## config.mk

```make
export PLATFORM = sky130hd
export DESIGN_NAME = uart_tx_fifo
export DESIGN_NICKNAME = d
export VERILOG_FILES = /design/src/rtl/uart_tx_fifo.sv
export SDC_FILE = /design/constraint.sdc
export NUM_CORES = 1
export LEC_CHECK = 0
export BUFFER_PORTS_ARGS = -buffer_cell sky130_fd_sc_hd__buf_4
export CORE_ASPECT_RATIO = 2
export CORE_MARGIN = 1
export CORE_UTILIZATION = 63
export DETAILED_ROUTE_END_ITERATION = 7
export PLACE_DENSITY = 0.86
export SYNTH_ARGS = -nofsm -noshare
export SYNTH_HDL_FRONTEND = slang
export SYNTH_SLANG_ARGS = --single-unit
```

## constraint.sdc

```tcl
create_clock -name CLK_100MHz -period 4.95 [get_ports CLK_100MHz]
set_clock_uncertainty 0.05 [all_clocks]
set_input_delay 0.495 -clock CLK_100MHz [delete_from_list [all_inputs] [get_ports CLK_100MHz]]
set_output_delay 0.495 -clock CLK_100MHz [all_outputs]
set_load 0.02 [all_outputs]
```

## src/rtl/uart_tx_fifo.sv

```systemverilog
// Byte FIFO feeding an 8N1 UART serializer; define UART_TX_PARITY_EN for 8E1 framing.
// fsm_state exposes the serializer state encoding for observation.
module uart_tx_fifo #(
    parameter int CLKS_PER_BIT = 868,
    parameter int DEPTH_LOG2   = 4
) (
    input  logic        CLK_100MHz,
    input  logic        RESET,
    input  logic        LOAD,
    input  logic [15:0] IN,
    output logic        TX,
    output logic        TX_BUSY,
    output logic        TX_EMPTY,
    output logic        OVERFLOW,
    output logic [2:0]  fsm_state
);

    localparam int DEPTH = 1 << DEPTH_LOG2;
    localparam logic [DEPTH_LOG2:0] FULL_COUNT = (DEPTH_LOG2 + 1)'(DEPTH);
    localparam logic [15:0] BAUD_LAST = 16'(CLKS_PER_BIT - 1);

`ifdef UART_TX_PARITY_EN
    typedef enum logic [2:0] {IDLE, START, DATA, PARITY, STOP} state_t;
`else
    typedef enum logic [2:0] {IDLE, START, DATA, STOP} state_t;
`endif

    logic [7:0]            mem [DEPTH];
    logic [DEPTH_LOG2-1:0] wr_ptr;
    logic [DEPTH_LOG2-1:0] rd_ptr;
    logic [DEPTH_LOG2:0]   count;
    logic                  overflow;
    logic                  fifo_full;
    logic                  fifo_empty;
    logic                  wr_en;
    logic                  pop;

    state_t      state, state_n;
    logic [15:0] baud, baud_n;
    logic [2:0]  bit_idx, bit_idx_n;
    logic [7:0]  shift, shift_n;
    logic        tx_n;
    logic        baud_done;
    logic [7:0]  unused_in_hi;

    assign unused_in_hi = IN[15:8];

    // Write handshake: LOAD is a one-cycle request; it is accepted on that edge
    // only if TX_BUSY (full, from registered count) is low, otherwise dropped and OVERFLOW latches.
    assign fifo_full  = (count == FULL_COUNT);
    assign fifo_empty = (count == '0);
    assign wr_en      = LOAD && !fifo_full;

    assign TX_BUSY   = fifo_full;
    assign TX_EMPTY  = fifo_empty && (state == IDLE);
    assign OVERFLOW  = overflow;
    assign fsm_state = state;

    always_ff @(posedge CLK_100MHz) begin
        if (!RESET && wr_en) begin
            mem[wr_ptr] <= IN[7:0];
        end
    end

    always_ff @(posedge CLK_100MHz) begin
        if (RESET) begin
            wr_ptr   <= '0;
            rd_ptr   <= '0;
            count    <= '0;
            overflow <= 1'b0;
        end else begin
            if (wr_en) begin
                wr_ptr <= wr_ptr + 1'b1;
            end
            if (LOAD && fifo_full) begin
                overflow <= 1'b1;
            end
            if (pop) begin
                rd_ptr <= rd_ptr + 1'b1;
            end
            case ({wr_en, pop})
                2'b10:   count <= count + 1'b1;
                2'b01:   count <= count - 1'b1;
                default: count <= count;
            endcase
        end
    end

    assign baud_done = (baud == BAUD_LAST);

    // The shift register rotates, so after 8 data bits it holds the original
    // byte again and parity can be taken straight from it.
    always_comb begin
        state_n   = state;
        baud_n    = baud;
        bit_idx_n = bit_idx;
        shift_n   = shift;
        pop       = 1'b0;
        case (state)
            IDLE: begin
                if (!fifo_empty) begin
                    pop     = 1'b1;
                    shift_n = mem[rd_ptr];
                    baud_n  = '0;
                    state_n = START;
                end
            end
            START: begin
                if (baud_done) begin
                    baud_n    = '0;
                    bit_idx_n = '0;
                    state_n   = DATA;
                end else begin
                    baud_n = baud + 16'd1;
                end
            end
            DATA: begin
                if (baud_done) begin
                    baud_n  = '0;
                    shift_n = {shift[0], shift[7:1]};
                    if (bit_idx == 3'd7) begin
                        bit_idx_n = '0;
`ifdef UART_TX_PARITY_EN
                        state_n   = PARITY;
`else
                        state_n   = STOP;
`endif
                    end else begin
                        bit_idx_n = bit_idx + 3'd1;
                    end
                end else begin
                    baud_n = baud + 16'd1;
                end
            end
`ifdef UART_TX_PARITY_EN
            PARITY: begin
                if (baud_done) begin
                    baud_n  = '0;
                    state_n = STOP;
                end else begin
                    baud_n = baud + 16'd1;
                end
            end
`endif
            STOP: begin
                if (baud_done) begin
                    baud_n  = '0;
                    state_n = IDLE;
                end else begin
                    baud_n = baud + 16'd1;
                end
            end
            default: begin
                baud_n    = '0;
                bit_idx_n = '0;
                state_n   = IDLE;
            end
        endcase

        // Line level is derived from the next state so TX changes on the same edge as state.
        case (state_n)
            START:   tx_n = 1'b0;
            DATA:    tx_n = shift_n[0];
`ifdef UART_TX_PARITY_EN
            PARITY:  tx_n = ^shift_n;
`endif
            default: tx_n = 1'b1;
        endcase
    end

    always_ff @(posedge CLK_100MHz) begin
        if (RESET) begin
            state   <= IDLE;
            baud    <= '0;
            bit_idx <= '0;
            shift   <= '0;
            TX      <= 1'b1;
        end else begin
            state   <= state_n;
            baud    <= baud_n;
            bit_idx <= bit_idx_n;
            shift   <= shift_n;
            TX      <= tx_n;
        end
    end

endmodule

```

==> impl_summary.txt, run 1 <==
----------------------------------------------------
[Run status]
  Result of the run ... complete, no violations

[Global routing]
  Antenna violations before repair ... 0
  Vias in the first global route ... 4367
  Global-route wire length before repair ... 22510 µm
  Pin count of the biggest net entering global routing ... 38
  Overall routing resource usage ... 25.91%
  Final global-route overflow total ... 0

[Finish]
  Synth-to-Final Area Change ... 10.61%
  Fraction of layout cells with a size suffix above 1 ... approximately a fifth
  Antenna Diode Count ... 0
  Layout net count ... between 500 and 600

[Routing]
  Violation count after the first detailed-routing iteration ... 267
  Vias per cell ... between 6 and 7
  Overall via count from detail_route ... 4141
  Total Wirelength ... 14240 µm
  Remaining number of nets flagged by the antenna check after routing ... 0
  DRC errors left ... 0
  Iteration count of the initial detailed-routing pass ... 5
  Wire per inst ... 21.54 µm

[Clock tree]
  Cts hold-fix bufs ... 0
  TritonCTS clock tree ... built
  CTS root buffer ... sky130_fd_sc_hd__clkbuf_16
  Total number of H-tree levels ... 4
  Post_cts resized ... 0
  Number of buffers inserted during clock tree synthesis ... 17
  Clock latency of the later-clocked register in the worst-skew pair ... roughly 430 ps
  Clk sinks ... 177
  CTS clock-pin slew for the worst setup and hold paths ... approximately 80 ps
  Number of buffers on the longest clock path ... 2
  Number of setup buffers added after CTS ... 0

[Power]
  Int Power ... between 2 and 3 mW
  Total design power ... 3.737 mW
  Net switching component of the power ... roughly 1.1 mW
  Proportion of total power due to net switching ... between 20 and 30%
  Combinational share of power ... between 10% and 20%
  Part of the total power dissipated in sequential elements ... 47.8%
  Power Density ... 460.6 nW/µm²
  Leakage power total ... 2.669 nW
  Clock share of power ... 35.5%
  Peak supply drop ... between 0.4 and 0.5 mV

[Critical path]
  Slack of the worst reg-to-reg path ... 1430 ps
  Capture instance of the worst register-to-register path ... count[4]
  Launching instance or port of the critical path ... count[3]
  Crit. End Element ... register
  Endpoint arrival time on the critical path ... 3830 ps
  R2R Path Start ... count[3]
  Worst EP required ... 5260 ps
  Depth of the most critical reg-to-reg path ... 11
  Startpoint Class ... register
  Worst setup path class ... reg2reg
  CP Max Fanout ... 8

[Flow run]
  Reported max-cap violation count ... 0

[Logic synthesis]
  Synth async-reset ratio ... 0%
  Post-Syn Nets ... ~520
  Avg Cell Area, Syn ... approximately 15 µm²
  Cell accounting for the most synthesized area ... sky130_fd_sc_hd__edfxtp_1
  Portion of the post-synthesis area used by sequential elements ... 65.77%
  Syn Std Cell Area ... ~7300 µm²
  Flip-flop and latch count after synthesis ... 177
  Top cells by area, synth ... sky130_fd_sc_hd__edfxtp_1, sky130_fd_sc_hd__dfxtp_1, sky130_fd_sc_hd__mux4_2
  Post-synthesis cell count ... just under 500
  Prevailing post-synth register cell ... sky130_fd_sc_hd__edfxtp_1
  Warning count from the yosys run ... 0
  Yosys top cell area share ... 52.40%
  Number of flops mapped to enable cells by yosys ... about 130
  Count of unique library cells instantiated by Yosys ... 53

[Die]
  Area of the core ... 11350 µm²
  Chip width ... 78.30 µm
  Ports ... 26
  Height of the die ... 154.6 µm
  Number of core rows ... 55
  Initial Util ... 64.61%
  Total die area ... 12110 µm²

[STA]
  Max-slew violation count ... 0
  Final total negative setup slack ... 0 ps
  Final setup fails ... 0
  Fin crit period ... 3523 ps
  Upper clock frequency limit ... 283.9 MHz
  Actual transition at the worst max-transition pin ... 1091 ps
  Worst slew slack as a fraction of its limit ... 27.23%
  Final period util ... slightly above 70%
  Hold violation count in the final report ... 0
  RSZ-0062 raised after global routing ... false

[Worst hold path]
  Startpoint of the worst hold path ... LOAD
  End point of the worst hold path ... OVERFLOW
  Cell depth of the worst min-delay path ... 3
  Class of the worst hold path ... in2reg

[Placed design]
  Estimated wirelength of the detail-placed design ... 9064 µm
  I/O Buffers ... 17
  Final weighted congestion of routability-driven global placement ... 0.7895

----------------------------------------------------
==> metal layers <==
layer | wire length [µm] | track usage (%) | part of all wire [%] | vias to the layer above
met5 | 0 | 0 | 0 | -
met2 | 8202 | 48.16 | 58 | 134
met3 | 569 | 5.251 | 4.0 | 33
met1 | 5009 | 27.27 | 35 | 2057
li1 | - | - | - | 1917
met4 | 456 | 12.26 | 3.2 | 0
==> worst max-delay path by stage <==
stage,slack [ps],to,cells past startpoint
2_1_floorplan,2070,count[4],11
5_1_grt,1110,count[4],11
3_5_place_dp,1470,count[4],11
4_1_cts,1420,count[4],11
3_3_place_gp,1600,count[4],11
6_report,1430,count[4],11
==> power groups by stage <==
| stage | Clock (mW) | Sequential, mW | Combinational (mW) |
|---|---|---|---|
| after floorplan | 0 | 1.74 | 0.538 |
| after global placement | 0 | 1.82 | 0.593 |
| after detailed placement | 0 | 1.82 | 0.615 |
| after CTS | 1.34 | 1.79 | 0.628 |
| after global routing | 1.41 | 1.81 | 0.689 |
| final | 1.33 | 1.79 | 0.625 |
==> synthesized netlist by cell type (all sizes together), types with 7 or more instances <==
master / n
a22oi: 9
dfxtp: 49
nor2: 60
ha: 12
mux2: 8
nand4: 9
nand3: 9
mux4: 32
inv: 9
o22ai: 7
buf: 9
clkbuf: 13
mux2i: 10
xor2: 17
nand2: 21
edfxtp: 128
a21oi: 25
==> cells in the final DEF (no fill, tap or decap), types with 4 or more instances in the layout <==
| cell | instances |
|---|---|
| sky130_fd_sc_hd__edfxtp_1 | 128 |
| sky130_fd_sc_hd__nor2_1 | 60 |
| sky130_fd_sc_hd__dfxtp_1 | 47 |
| sky130_fd_sc_hd__mux4_2 | 32 |
| sky130_fd_sc_hd__a21oi_1 | 24 |
| sky130_fd_sc_hd__nand2_1 | 21 |
| sky130_fd_sc_hd__xor2_1 | 17 |
| sky130_fd_sc_hd__clkbuf_16 | 17 |
| sky130_fd_sc_hd__buf_4 | 17 |
| sky130_fd_sc_hd__ha_1 | 12 |
| sky130_fd_sc_hd__mux2i_1 | 10 |
| sky130_fd_sc_hd__inv_1 | 9 |
| sky130_fd_sc_hd__nand3_1 | 9 |
| sky130_fd_sc_hd__nand4_1 | 9 |
| sky130_fd_sc_hd__a22oi_1 | 9 |
| sky130_fd_sc_hd__mux2_2 | 8 |
| sky130_fd_sc_hd__o22ai_1 | 7 |
| sky130_fd_sc_hd__inv_6 | 6 |
| sky130_fd_sc_hd__clkinv_8 | 5 |
| sky130_fd_sc_hd__nor3_1 | 4 |
| sky130_fd_sc_hd__and2_1 | 4 |
| sky130_fd_sc_hd__or3_1 | 4 |
| sky130_fd_sc_hd__or4_1 | 4 |
| sky130_fd_sc_hd__and3_1 | 4 |
| sky130_fd_sc_hd__o21ai_0 | 4 |
| sky130_fd_sc_hd__xnor2_1 | 4 |
==> cells by family (layout without fill, tap and decap cells) <==
| group | after synthesis | count (layout) | synth area share, % |
|---|---|---|---|
| other cells | 1 | 1 | 0.05112 |
| compound gates | 57 | 57 | 4.861 |
| flops | 177 | 177 | 65.77 |
| fa+ha+maj | 13 | 13 | 2.320 |
| mux | 50 | 50 | 12.42 |
| xor+xnor | 21 | 21 | 2.507 |
| buf+inv | 32 | 59 | 2.302 |
| simple gates | 141 | 141 | 9.773 |
==> per-stage QoR <==
step                      instances  utilization, %  hold slack (ps)  setup slack, ps  instance area (µm²)
after floorplan                 492               -            382.9             2074                 7336
after global placement          629           66.16            392.0             1601                 7512
after detailed placement        629           66.16            419.1             1471                 7512
after CTS                       661           71.46            243.3             1422                 8114
after global routing            661           71.46            288.7             1113                 8114
final                           661           71.46            255.4             1428                 8114
==> sequential cells by signal, indices dropped and copies added (netlist names), named ones only <==
name / count
baud: 16
rd_ptr: 4
count: 5
shift: 8
wr_ptr: 4
fsm_state: 3
OVERFLOW: 1
bit_idx: 3
mem: 128
TX: 1
==> worst max-delay path: stages, from the launching register on <==
cell and delay [ps]:
sky130_fd_sc_hd__dfxtp_1 340, sky130_fd_sc_hd__nor4_1 630, sky130_fd_sc_hd__nand2_1 220, sky130_fd_sc_hd__nand2_1 180, sky130_fd_sc_hd__clkinv_1 270, sky130_fd_sc_hd__ha_1 350, sky130_fd_sc_hd__ha_1 330, sky130_fd_sc_hd__nor2b_1 160
sky130_fd_sc_hd__o21ai_0 190, sky130_fd_sc_hd__a21oi_1 110, sky130_fd_sc_hd__or4_1 460, sky130_fd_sc_hd__a21oi_1 150
==> area by class of cell <==
class	instances	area, µm²
Clock buffer	17	425.4
Clock inverter	15	176.4
Fill cell	695	3241
Inverter	10	37.54
Multi-Input combinational cell	283	2342
Sequential cell	177	4827
Tap cell	142	177.7
Timing Repair Buffer	17	127.6
Note: power is estimated with default switching activity, not from simulation.
==> inputs of run 2 (changes only) <==
- CORE_UTILIZATION: 63 -> 55
- PLACE_DENSITY: 0.86 -> 0.8
- clock period: 4.95 -> 3.05 ns (I/O delays scaled with it)
==> impl_summary.txt, run 2 (synthesis gave the netlist of run 1 again) <==
----------------------------------------------------
[Run status]
  Result of the run ... complete, no violations

[STA]
  Final total negative setup slack ... 0 ps (unchanged)
  RSZ-0062 raised after global routing ... false
  Max-slew violation count ... 0 (unchanged)
  Worst slew slack as a fraction of its limit ... 42.34% (+15 points)
  Upper clock frequency limit ... 350.5 MHz (+23%)
  Actual transition at the worst max-transition pin ... 863.8 ps (-227.7 ps)
  Final setup fails ... 0 (unchanged)
  Hold violation count in the final report ... 0 (unchanged)
  Fin crit period ... 2853 ps (-669.1 ps)
  Least setup slack across all paths after layout ... 196.6 ps (-1231 ps)
  Final period util ... 93.55% (+22 points)

[Clock tree]
  Number of setup buffers added after CTS ... 0 (unchanged)
  TritonCTS clock tree ... built
  Clk sinks ... 177 (unchanged)
  Clock latency of the later-clocked register in the worst-skew pair ... 430 ps (about the same)
  Number of buffers on the longest clock path ... 2 (unchanged)
  CTS root buffer ... sky130_fd_sc_hd__clkbuf_16
  CTS clock-pin slew for the worst setup and hold paths ... 70 ps (about the same)
  Number of buffers inserted during clock tree synthesis ... 17 (unchanged)
  Total number of H-tree levels ... 4 (unchanged)

[Critical path]
  CP Max Fanout ... 4 (-4)
  Worst EP required ... 3360 ps (-1900 ps)
  Cell breakdown of the critical path ... nor4_4, buf_4, nand2_1, nand2_1, clkinv_1, ha_1, ha_1, nor2b_1, o21ai_1, and3_1, or4_1, a21oi_1
  Crit. End Element ... register
  Startpoint Class ... register
  Cell with the largest stage delay on the worst path ... sky130_fd_sc_hd__or4_1
  Maximum single-stage delay on the critical path ... 390 ps (-240 ps)
  Endpoint arrival time on the critical path ... 3170 ps (-660 ps)
  Worst setup path class ... reg2reg
  Buffering stage count on the worst path with inverters included ... 2 (+1)
  Cell type group with the largest total delay on the critical path ... simple AND/OR/NAND/NOR gates

[Finish]
  Most common cell after layout, fill and taps aside ... sky130_fd_sc_hd__edfxtp_1
  Largest registers ... mem x128, baud x16, shift x8
  Final instance area ... 8347 µm² (+2.9%)
  Layout net count ... 565 (+5.0%)
  Synth-to-Final Area Change ... 13.78%
  Flip-flop count of the largest register, all copies and words added ... 128 (unchanged)
  Antenna Diode Count ... 0 (unchanged)
  Most frequent cells in the layout ... sky130_fd_sc_hd__edfxtp_1, sky130_fd_sc_hd__nor2_1, sky130_fd_sc_hd__dfxtp_1, sky130_fd_sc_hd__buf_4, sky130_fd_sc_hd__mux4_2
  Filler-free cell count of the finished design ... 698 (+5.6%)
  Top reg by flops ... mem
  Fraction of layout cells with a size suffix above 1 ... 23.26% (+4.0 points)

[Placed design]
  Estimated wirelength of the detail-placed design ... 9591 µm (+5.8%)
  Final weighted congestion of routability-driven global placement ... 0.8415 (+6.6%)
  Post-placement cell area ... 7739 µm² (+3.0%)
  Number of placed instances, taps included ... 666 (+5.9%)
  I/O Buffers ... 17 (unchanged)
  Worst setup timing slack at the placement stage ... 94.79 ps (-1376 ps)

[Routing]
  Iteration count of the initial detailed-routing pass ... 4 (-1)
  Remaining number of nets flagged by the antenna check after routing ... 0 (unchanged)
  DRC errors left ... 0 (unchanged)
  Violation count after the first detailed-routing iteration ... 190 (-29%)
  Wire per inst ... 20.83 µm (-3.3%)
  Total Wirelength ... 14540 µm (+2.1%)
  Vias per cell ... 6.052 (-3.4%)
  Overall via count from detail_route ... 4224 (+2.0%)

[Die]
  Number of core rows ... 59 (+7.3%)
  Height of the die ... 165.3 µm (+6.9%)
  Total die area ... 13830 µm² (+14%)
  Ports ... 26 (unchanged)
  Area of the core ... 12990 µm² (+14%)
  Chip width ... 83.67 µm (+6.9%)
  Initial Util ... 56.46% (-8.1 points)

[Power]
  Part of the total power dissipated in sequential elements ... 45.5% (-2.3 points)
  Proportion of total power due to net switching ... 28.39% (-0.95 points)
  Peak supply drop ... 0.4825 mV (+1.5%)
  Combinational share of power ... 20.0% (+3.3 points)
  Leakage power total ... 2.812 nW (+5.4%)
  Power Density ... 743.1 nW/µm² (+61%)
  Int Power ... 4.442 mW (+68%)
  Clock share of power ... 34.5% (-1.0 points)
  Net switching component of the power ... 1.761 mW (+61%)

[Flow run]
  Reported max-cap violation count ... 0 (unchanged)

[Global routing]
  Vias in the first global route ... 4503 (+3.1%)
  Pin count of the biggest net entering global routing ... 38 (unchanged)
  Global-route wire length before repair ... 23020 µm (+2.3%)
  Antenna violations before repair ... 0 (unchanged)
  Final global-route overflow total ... 0 (unchanged)
  Overall routing resource usage ... 22.68% (-3.2 points)

[Worst hold path]
  Class of the worst hold path ... in2reg

----------------------------------------------------
-- run 2: cell count changes in the layout (fill, tap and decap cells not counted), moves of 2 or more --
cell | before | now
sky130_fd_sc_hd__buf_4 | 17 | 43
sky130_fd_sc_hd__clkinvlp_4 | 0 | 2
sky130_fd_sc_hd__clkinv_4 | 1 | 3
sky130_fd_sc_hd__clkinv_8 | 5 | 1
sky130_fd_sc_hd__inv_6 | 6 | 4
-- run 2: worst register-to-register path: stages, from the launching register on --
cell                       delay, ps
sky130_fd_sc_hd__dfxtp_1         370
sky130_fd_sc_hd__nor4_4          280
sky130_fd_sc_hd__buf_4           160
sky130_fd_sc_hd__nand2_1         100
sky130_fd_sc_hd__nand2_1         100
sky130_fd_sc_hd__clkinv_1         90
sky130_fd_sc_hd__ha_1            240
sky130_fd_sc_hd__ha_1            340
sky130_fd_sc_hd__nor2b_1         210
sky130_fd_sc_hd__o21ai_1         110
sky130_fd_sc_hd__and3_1          210
sky130_fd_sc_hd__or4_1           390
sky130_fd_sc_hd__a21oi_1         140
-- run 2: cell type report --
type,instances,area (µm²)
clock buffers,17,425.4
multi-input cells,283,2357
repair buffers,44,342.8
inverters,10,37.54
clock inverters,15,167.7
well taps,152,190.2
flip-flops and latches,177,4826
fillers,888,4646
-- run 2: repair_timing --
action / 4_1_cts / 5_1_grt
resized for setup: 0 / 3
setup endpoints to repair: 0 / 1
hold buffers: 0 / 0
hold endpoints to repair: 0 / 0
-- run 2: layer usage --
layer  track usage [%]  vias up  part of all wire (%)
met5                 0        -                     0
met4             12.63        0                   3.7
met3             4.225       34                   2.6
met2             43.46       97                    57
met1             22.65     2119                    36
li1                  -     1974                     -
-- run 2: final timing paths --
path,startpoint,to,slack [ps],depth (start not counted)
max,count[0],count[4],200,12
min reg2reg,bit_idx[2],bit_idx[2],410,2
min,LOAD,OVERFLOW,50,3
max reg2reg,count[0],count[4],200,12
-- run 2: power by group through the flow --
stage,combinational (mW),sequential (mW),clock [mW]
CTS,1.24,2.81,2.17
global route,1.36,2.84,2.27
finish,1.24,2.82,2.14
detailed placement,1.22,2.86,0
floorplan,0.873,2.82,0
global placement,1.16,2.85,0
-- run 2: stage by stage --
| stage | hold WS [ps] | util (%) | power [mW] |
|---|---|---|---|
| floorplan | 353.9 | - | 3.693 |
| global placement | 392.1 | 59.56 | 4.015 |
| detailed placement | 406.9 | 59.56 | 4.081 |
| CTS | 46.37 | 64.13 | 6.222 |
| global route | 82.98 | 64.24 | 6.469 |
| finish | 53.61 | 64.24 | 6.203 |
